--- src/rtl/rv32_pkg.sv ---
// Shared rv32 core types and constants used by the fetch stage.
package rv32_pkg;

  localparam int unsigned XLEN = 32;

  localparam logic [XLEN-1:0] NOP_INSTR = 32'h0000_0013;

  typedef struct packed {
    logic [XLEN-1:0] pc;
    logic [XLEN-1:0] instr;
  } fetch_entry_t;

  // Instruction fetch only ever addresses whole words.
  function automatic logic [XLEN-1:0] word_align(input logic [XLEN-1:0] addr);
    return {addr[XLEN-1:2], 2'b00};
  endfunction

endpackage

--- src/rtl/fetch_fifo.sv ---
// Synchronous FIFO of fetched {pc, instr} entries; flush empties it in one cycle.
module fetch_fifo
  import rv32_pkg::*;
#(
  parameter int unsigned DEPTH = 4
) (
  input  logic                   clk,
  input  logic                   rst_n,
  input  logic                   push_i,
  input  fetch_entry_t           push_data_i,
  input  logic                   pop_i,
  input  logic                   flush_i,
  output logic [$clog2(DEPTH):0] count_o,
  output logic                   valid_o,
  output fetch_entry_t           head_o
);

  localparam int unsigned PTR_W = $clog2(DEPTH);
  localparam int unsigned CNT_W = PTR_W + 1;

  logic [PTR_W-1:0] wr_ptr_q, rd_ptr_q;
  logic [CNT_W-1:0] count_q;
  fetch_entry_t     mem_q [DEPTH];

  // NOTE: non-blocking assignments in clocked blocks so every flop samples pre-edge values.
  always_ff @(posedge clk or negedge rst_n) begin
    if (!rst_n) begin
      wr_ptr_q <= '0;
      rd_ptr_q <= '0;
      count_q  <= '0;
    end else if (flush_i) begin
      wr_ptr_q <= '0;
      rd_ptr_q <= '0;
      count_q  <= '0;
    end else begin
      if (push_i) wr_ptr_q <= wr_ptr_q + PTR_W'(1);
      if (pop_i)  rd_ptr_q <= rd_ptr_q + PTR_W'(1);
      count_q <= count_q + CNT_W'(push_i) - CNT_W'(pop_i);
    end
  end

  // NOTE: storage is deliberately not reset; count_q alone decides which entries are live.
  always_ff @(posedge clk) begin
    if (push_i && !flush_i) mem_q[wr_ptr_q] <= push_data_i;
  end

  assign count_o = count_q;
  assign valid_o = (count_q != '0);
  assign head_o  = mem_q[rd_ptr_q];

endmodule

--- src/rtl/instr_fetch.sv ---
// rv32 fetch stage: PC and request bookkeeping in front of the fetch FIFO feeding decode.
module instr_fetch
  import rv32_pkg::*;
#(
  parameter logic [XLEN-1:0] RESET_PC = 32'h0000_0000,
  parameter int unsigned     DEPTH    = 4
) (
  input  logic            clk,
  input  logic            rst_n,
  output logic            imem_req,
  output logic [XLEN-1:0] imem_addr,
  input  logic            imem_gnt,
  input  logic            imem_rvalid,
  input  logic [XLEN-1:0] imem_rdata,
  input  logic            redirect_valid,
  input  logic [XLEN-1:0] redirect_pc,
  output logic            instr_valid,
  output logic [XLEN-1:0] instr,
  output logic [XLEN-1:0] instr_pc,
  input  logic            instr_ready
);

  localparam int unsigned CNT_W = $clog2(DEPTH) + 1;
  localparam int unsigned SUM_W = CNT_W + 1;

  logic [XLEN-1:0]  fetch_pc_q, fetch_pc_d;
  logic [XLEN-1:0]  resp_pc_q, resp_pc_d;
  logic [XLEN-1:0]  redirect_target;
  logic [CNT_W-1:0] outstanding_q, outstanding_d;
  logic [CNT_W-1:0] discard_q, discard_d;
  logic [CNT_W-1:0] fifo_count;
  logic [SUM_W-1:0] in_use;
  logic             run_q;
  logic             gnt, drop, push, pop, fifo_valid;
  fetch_entry_t     push_entry, head;

  // Requests are only issued when every outstanding response already owns a FIFO slot.
  assign in_use    = SUM_W'(fifo_count) + SUM_W'(outstanding_q);
  assign imem_req  = run_q && (in_use < SUM_W'(DEPTH));
  assign imem_addr = fetch_pc_q;

  assign gnt             = imem_req && imem_gnt;
  assign drop            = imem_rvalid && (discard_q != '0);
  assign push            = imem_rvalid && !drop && !redirect_valid;
  assign pop             = fifo_valid && instr_ready;
  assign redirect_target = word_align(redirect_pc);
  assign push_entry      = '{pc: resp_pc_q, instr: imem_rdata};

  // NOTE: every combinational output gets a default first, so no path can infer a latch.
  always_comb begin
    fetch_pc_d    = fetch_pc_q;
    resp_pc_d     = resp_pc_q;
    discard_d     = discard_q;
    outstanding_d = outstanding_q + CNT_W'(gnt) - CNT_W'(imem_rvalid);

    if (redirect_valid) begin
      // Everything still in flight after this cycle belongs to the old stream.
      fetch_pc_d = redirect_target;
      resp_pc_d  = redirect_target;
      discard_d  = outstanding_d;
    end else begin
      if (gnt)  fetch_pc_d = fetch_pc_q + XLEN'(4);
      if (push) resp_pc_d  = resp_pc_q + XLEN'(4);
      if (drop) discard_d  = discard_q - CNT_W'(1);
    end
  end

  always_ff @(posedge clk or negedge rst_n) begin
    if (!rst_n) begin
      run_q         <= 1'b0;
      fetch_pc_q    <= RESET_PC;
      resp_pc_q     <= RESET_PC;
      outstanding_q <= '0;
      discard_q     <= '0;
    end else begin
      // Holds imem_req low until the first clock edge after reset release.
      run_q         <= 1'b1;
      fetch_pc_q    <= fetch_pc_d;
      resp_pc_q     <= resp_pc_d;
      outstanding_q <= outstanding_d;
      discard_q     <= discard_d;
    end
  end

  fetch_fifo #(
    .DEPTH(DEPTH)
  ) u_fifo (
    .clk        (clk),
    .rst_n      (rst_n),
    .push_i     (push),
    .push_data_i(push_entry),
    .pop_i      (pop),
    .flush_i    (redirect_valid),
    .count_o    (fifo_count),
    .valid_o    (fifo_valid),
    .head_o     (head)
  );

  assign instr_valid = fifo_valid;
  assign instr       = fifo_valid ? head.instr : NOP_INSTR;
  assign instr_pc    = fifo_valid ? head.pc : '0;

endmodule

--- config.mk ---
export PLATFORM = sky130hd
export DESIGN_NAME = instr_fetch
export DESIGN_NICKNAME = d
export VERILOG_FILES = /design/src/rtl/rv32_pkg.sv /design/src/rtl/fetch_fifo.sv /design/src/rtl/instr_fetch.sv
export SDC_FILE = /design/constraint.sdc
export NUM_CORES = 1
export LEC_CHECK = 0
export BUFFER_PORTS_ARGS = -buffer_cell sky130_fd_sc_hd__buf_2
export CORE_UTILIZATION = 53
export CTS_CLUSTER_SIZE = 14
export DETAILED_ROUTE_END_ITERATION = 12
export PLACE_DENSITY = 0.77
export REMOVE_ABC_BUFFERS = 1
export SLEW_MARGIN = 20
export SYNTH_ARGS = -nofsm -noshare
export SYNTH_HDL_FRONTEND = slang
export SYNTH_SLANG_ARGS = --single-unit
--- constraint.sdc ---
create_clock -name clk -period 3 [get_ports clk]
set_input_delay 0.3 -clock clk [delete_from_list [all_inputs] [get_ports clk]]
set_output_delay 0.3 -clock clk [all_outputs]
set_load 0.02 [all_outputs]
Yosys cells after proc, flatten, opt, wreduce, memory -nomap -nowiden
Memory sizes are Yosys's and may differ from the RTL's.
Index checks and enable logic that the tools add are counted.
- add/subtract/negate cells: 10
- $lt $le $gt $ge: 1
- muxes and demuxes: 15
- reduce and logical (&&, ||, !) cells: 15
- operators with widths (operator ; number):
    $mux 32 ; 6
    $add 32x3->32 const B ; 2
    $mux 3 ; 3
    $mux 2 ; 4
    $reduce_bool 2->1 ; 4
    $logic_and 1x1->1 ; 7
    $add 3x1->3 ; 2
    $reduce_bool 3->1 ; 2
    $sub 3x1->3 ; 2
    $add 2x1->2 const B ; 2
    $add 3x3->4 ; 1
    $lt 4x3->1 const B ; 1
    $sub 3x1->3 const B ; 1
    $logic_not 1->1 ; 2
    $mux 1 ; 2
- bits in registers: 78
- bits in writable memories: 256
- bits of input ports: 70
- output and inout bits: 98
- logic and storage cells: 50
- memories kept: 1
- memory list (memory ; words ; width ; read ports ; clocked after memory_dff ; write ports ; line ; RTL):
    u_fifo.mem_q ; 4 ; 64 ; 1 ; 0 ; 1 ; fetch_fifo.sv:23 ; fetch_entry_t mem_q [DEPTH];

Longest topological paths before layout
- depth after elaboration: 8
- depth in mapped cells: 13
- gate-level depth less buffers: 12

Hierarchy
A second synthesis with hierarchy kept.
- cells, all modules: 904
- area total of the unflattened synthesis: 14252.4 µm²
- by module, submodules not included (module ; times used ; cells each ; area an instance (µm²) ; sequential area each (µm²)):
    fetch_fifo ; 1 ; 373 ; 9694.3 ; 7862.5
    instr_fetch ; 1 ; 531 ; 4558.1 ; 1676.6

Worst setup path after synthesis
Ideal clock, no wire load.
- kind: register -> register
- start point: register discard_q[0]
- end point: memory u_fifo.mem_q[0][0] (netlist name), enable pin
- library setup time: 427 ps
- arrival: 2484 ps
- data required time: 2573 ps
- setup slack: 89 ps
- stages on the path, launching flop included: 6
- buffers on the path: 1
- clock period less this slack: 2911 ps
- path through: dfrtp_1 -> inv_1 -> ha_1 -> and3b_1 -> buf_2 -> and3_1
- longest elaborated chain between the ends: 8
- ends and longest elaborated chain (element ; line ; RTL):
    start, declared ; instr_fetch.sv:30 ; logic [CNT_W-1:0] discard_q, discard_d;
    start signal, assigned ; instr_fetch.sv:81 ; discard_q <= discard_d;
    $reduce_bool 3->1 ; instr_fetch.sv:43 ; assign drop = imem_rvalid && (discard_q != '0);
    $logic_and 1x1->1 ; instr_fetch.sv:43 ;
    $logic_not 1->1 ; instr_fetch.sv:44 ; assign push = imem_rvalid && !drop && !redirect_valid;
    $logic_and 1x1->1 (2 in a row) ; instr_fetch.sv:44 ;
    $logic_and 1x1->1 ; fetch_fifo.sv:44 ; if (push_i && !flush_i) mem_q[wr_ptr_q] <= push_data_i;
    $mux 1 ; fetch_fifo.sv:44 ;
    $mux 1 (not written as such) ; fetch_fifo.sv:44 ;
    end, declared ; fetch_fifo.sv:23 ;
No other way between the ends.

Worst setup path in the final report
- start point: register outstanding_q[2]
- end point: register discard_q[2]
- longest elaborated chain between the ends: 7
- ends and longest elaborated chain (element ; line ; RTL):
    start, declared ; instr_fetch.sv:29 ; logic [CNT_W-1:0] outstanding_q, outstanding_d;
    start signal, assigned ; instr_fetch.sv:80 ; outstanding_q <= outstanding_d;
    $add 3x3->4 ; instr_fetch.sv:38 ; assign in_use = SUM_W'(fifo_count) + SUM_W'(outstanding_q);
    $lt 4x3->1 ; instr_fetch.sv:39 ; assign imem_req = run_q && (in_use < SUM_W'(DEPTH));
    $logic_and 1x1->1 ; instr_fetch.sv:39 ;
    $logic_and 1x1->1 ; instr_fetch.sv:42 ; assign gnt = imem_req && imem_gnt;
    $add 3x1->3 * ; instr_fetch.sv:54 ; outstanding_d = outstanding_q + CNT_W'(gnt) - CNT_W'(imem_rvalid);
    $sub 3x1->3 * ; instr_fetch.sv:54 ;
    via outstanding_d[2] ; instr_fetch.sv:29 ;
    $mux 3 * ; instr_fetch.sv:56 ; if (redirect_valid) begin
Mark *: on every way through the listed nets, which the timed path passes. The rest lies on a longest branch.
A chain may end at the register's enable or synchronous reset.

==> flow_metrics.py <==
metrics = {
    "floorplan": {
        "rows": 59,
        "die_width_um": 164,
        "start_util_pct": 53.8,
        "io_pins": 168,
        "die_area_mm2": 0.0270,
        "dieHeight_um": 164,
        "coreArea_mm2": 0.0259,
    },
    "sta": {
        "hold_violations": 0,
        "min_period_ns": 2.83,
        "whs_ns": 0.0249,
        "fmax_mhz": 353,
        "finClkSkew_ns": 0.0129,
        "drv_slew": 0,
        "worst_pin_slew_ns": 0.774,
        "setup_viol": 0,
        "period_share_pct": 94.5,
        "relSlewSlack_pct": 48.4,
        "rsz0062_at_grt": "false",
    },
    "clock_network": {
        "clkLatencyLatePin_ns": 0.55,
        "cts.path.max_buffers": 3,
        "cts_sinks": 322,
        "clkSlewWorstSetupHoldPaths_ns": 0.07,
        "cts_max_level": 1,
        "cts_tree": "built",
        "cts-buffers-inserted": 31,
        "cts_root_buf": "clkbuf_16",
        "post_cts_buffers": 0,
    },
    "global_routing": {
        "grt_max_degree": 63,
        "grt_pass1_wl_mm": 46.1,
        "gr-total-overflow": 0,
        "grt_usage_pct": 22.3,
        "grt_pass1_vias": 8666,
        "grt_antenna_before_repair": 0,
    },
    "yosys": {
        "synthFlopType": "edfxtp_1",
        "ys_warn_count": 0,
        "ys_types": 54,
        "yosysMostFrequentCell": "edfxtp_1",
        "async_flop_share_pct": 23.0,
        "ys_top_cells_by_count": "248 x edfxtp_1, 74 x dfrtp_1, 63 x and2_1, 62 x mux4_2, 49 x nand2_1",
        "synth_edf_count": 248,
        "yosys-top-cells-area": "edfxtp_1 53%, dfrtp_1 13%, mux4_2 10%, and2_1 2.8%, nand2_1 1.3%",
        "ys_ff_latch": 322,
        "yosysSeqAreaShare_pct": 66.7,
        "syn_inst": 918,
        "synth_top_area_cell": "edfxtp_1",
        "syn_area_per_cell_um2": 15.2,
        "synth_area_mm2": 0.0140,
        "synth_top_area_share_pct": 53.4,
    },
    "drt": {
        "drt-wirelength-per-cell_um": 19.7,
        "drt_iter0_drc": 600,
        "viasPerCell": 5.92,
        "routed_wl_mm": 29.2,
        "drt_first_pass_iters": 5,
        "drtAntennaViolNets": 0,
        "via_count": 8782,
        "drc": 0,
    },
    "layout": {
        "syn_to_final_growth_pct": 18.6,
        "antennaDiodeCount": 0,
        "final_cells": 1483,
        "layout-drive-gt1-share_pct": 27.4,
        "final_nets": 1212,
        "final_design_area_no_fill_mm2": 0.0165,
    },
    "placed_design": {
        "dp_hpwl_mm": 18.9,
        "gp_congestion": 0.913,
        "placed_area_mm2": 0.0153,
        "place_inst": 1395,
        "portBuffers": 161,
    },
    "job": {
        "maxCapViolations": 0,
    },
    "critical_path": {
        "crit_type": "flip-flop to flip-flop",
        "cp.required_ns": 3.41,
        "cp_max_fo": 2,
        "startpoint_type": "flip-flop",
        "cp-end-kind": "flip-flop",
        "critical_path_arrival_ns": 3.25,
    },
    "power": {
        "max-vdd-ir-drop_uv": 613,
        "p_per_area_mw_per_mm2": 753,
        "p_leak_uw": 0.00592,
    },
    "outcome": {
        "status": "finished, final reports clean",
    },
    "worst_hold_path": {
        "hold_path_class": "primary input to flip-flop",
    },
}
## layout by cell type (no fill, tap or decap), types with 14 or more instances in the layout
cell,instances
inv_1,17
buf_4,23
dfrtp_1,72
nand2_1,49
and4_1,18
a21oi_1,16
and2_1,63
clkbuf_16,31
dlygate4sd3_1,33
nand4_1,29
a211oi_1,18
nor4_1,22
or4_1,17
a31oi_1,18
buf_2,161
ha_1,14
nor2_1,42
mux4_2,62
nand3_1,24
edfxtp_1,248
nor3_1,19
## worst max-delay path, stage by stage (launching register included)
cell and delay (ns):
dfrtp_1 0.40, ha_1 0.33, or4b_4 0.55, nor3_4 0.15, inv_2 0.06, ha_1 0.26
inv_1 0.06, ha_1 0.13, inv_1 0.05, fa_1 0.41, xnor2_2 0.16, nand2_1 0.07
o21ai_0 0.08
## timing repair
action / CTS / global route
endpoints found under the setup margin: 0 / 1
gates resized for setup: 0 / 2
hold buffers: 33 / 0
hold endpoints to repair: 159 / 0
## sequential cells by signal, indices dropped and copies added, names as in the netlist
| signal | cells |
|---|---|
| outstanding_q | 3 |
| resp_pc_q | 30 |
| u_fifo.mem_q | 248 |
| discard_q | 3 |
| run_q | 1 |
| u_fifo.count_o | 3 |
| imem_addr | 30 |
| u_fifo.wr_ptr_q | 2 |
| u_fifo.rd_ptr_q | 2 |
## cell type report
type / instances / area, um2
Clock buffer: 44 / 835
Inverter: 19 / 71.3
Fill cell: 1891 / 9360
Clock inverter: 11 / 98.8
Tap cell: 335 / 419
Timing Repair Buffer: 223 / 1430
Multi-Input combinational cell: 529 / 4390
Sequential cell: 322 / 9300
## through the flow
stage / TNS [ns] / util (%) / power (uW) / worst slack (ns)
after floorplan: -43.95 / - / 7800 / -0.808
after global placement: 0 / 58.9 / 8870 / 0.218
after detailed placement: 0 / 58.9 / 8930 / 0.140
after CTS: 0 / 63.8 / 12600 / 0.130
after global routing: 0 / 63.9 / 13100 / 0.0190
final: 0 / 63.9 / 12500 / 0.165
## per-layer routing
| metal | track usage [%] | vias to the layer above | share of wire [%] |
|---|---|---|---|
| met5 | 0 | - | 0 |
| met3 | 3.33 | 28 | 6.7 |
| met2 | 37.7 | 351 | 49 |
| li1 | - | 4013 | - |
| met4 | 5.05 | 0 | 1.0 |
| met1 | 30.6 | 4390 | 43 |
## path summary, 6_finish.rpt
kind	startpoint	to	slack (ns)	cells past startpoint
setup / recovery	outstanding_q[2]	discard_q[2]	0.17	12
hold / removal	redirect_pc[4]	imem_addr[4]	0.02	2
setup reg to reg	outstanding_q[2]	discard_q[2]	0.17	12
hold reg to reg	outstanding_q[0]	outstanding_q[0]	0.57	1
max in group asynchronous	rst_n	outstanding_q[0]	1.89	3
min in group asynchronous	rst_n	imem_addr[14]	0.36	2
## power by group
part           leakage (uW)  internal [uW]  total, uW  switching, uW
combinational       0.00237           1510       3410           1900
clock              0.000455           2090       3600           1520
sequential          0.00309           5120       5450            334
total               0.00592           8720      12500           3750
## cells by family (layout without fill, tap and decap cells)
group	count (synthesis)	after routing	synth area share, %
xor+xnor	22	22	1.38
mux	68	68	10.5
buf+inv	70	297	2.06
fa+ha+maj	16	16	1.54
flops	322	322	66.7
other cells	2	5	0.0538
compound gates	94	94	4.56
simple gates	324	324	13.3
(Power assumes the default switching activity.)
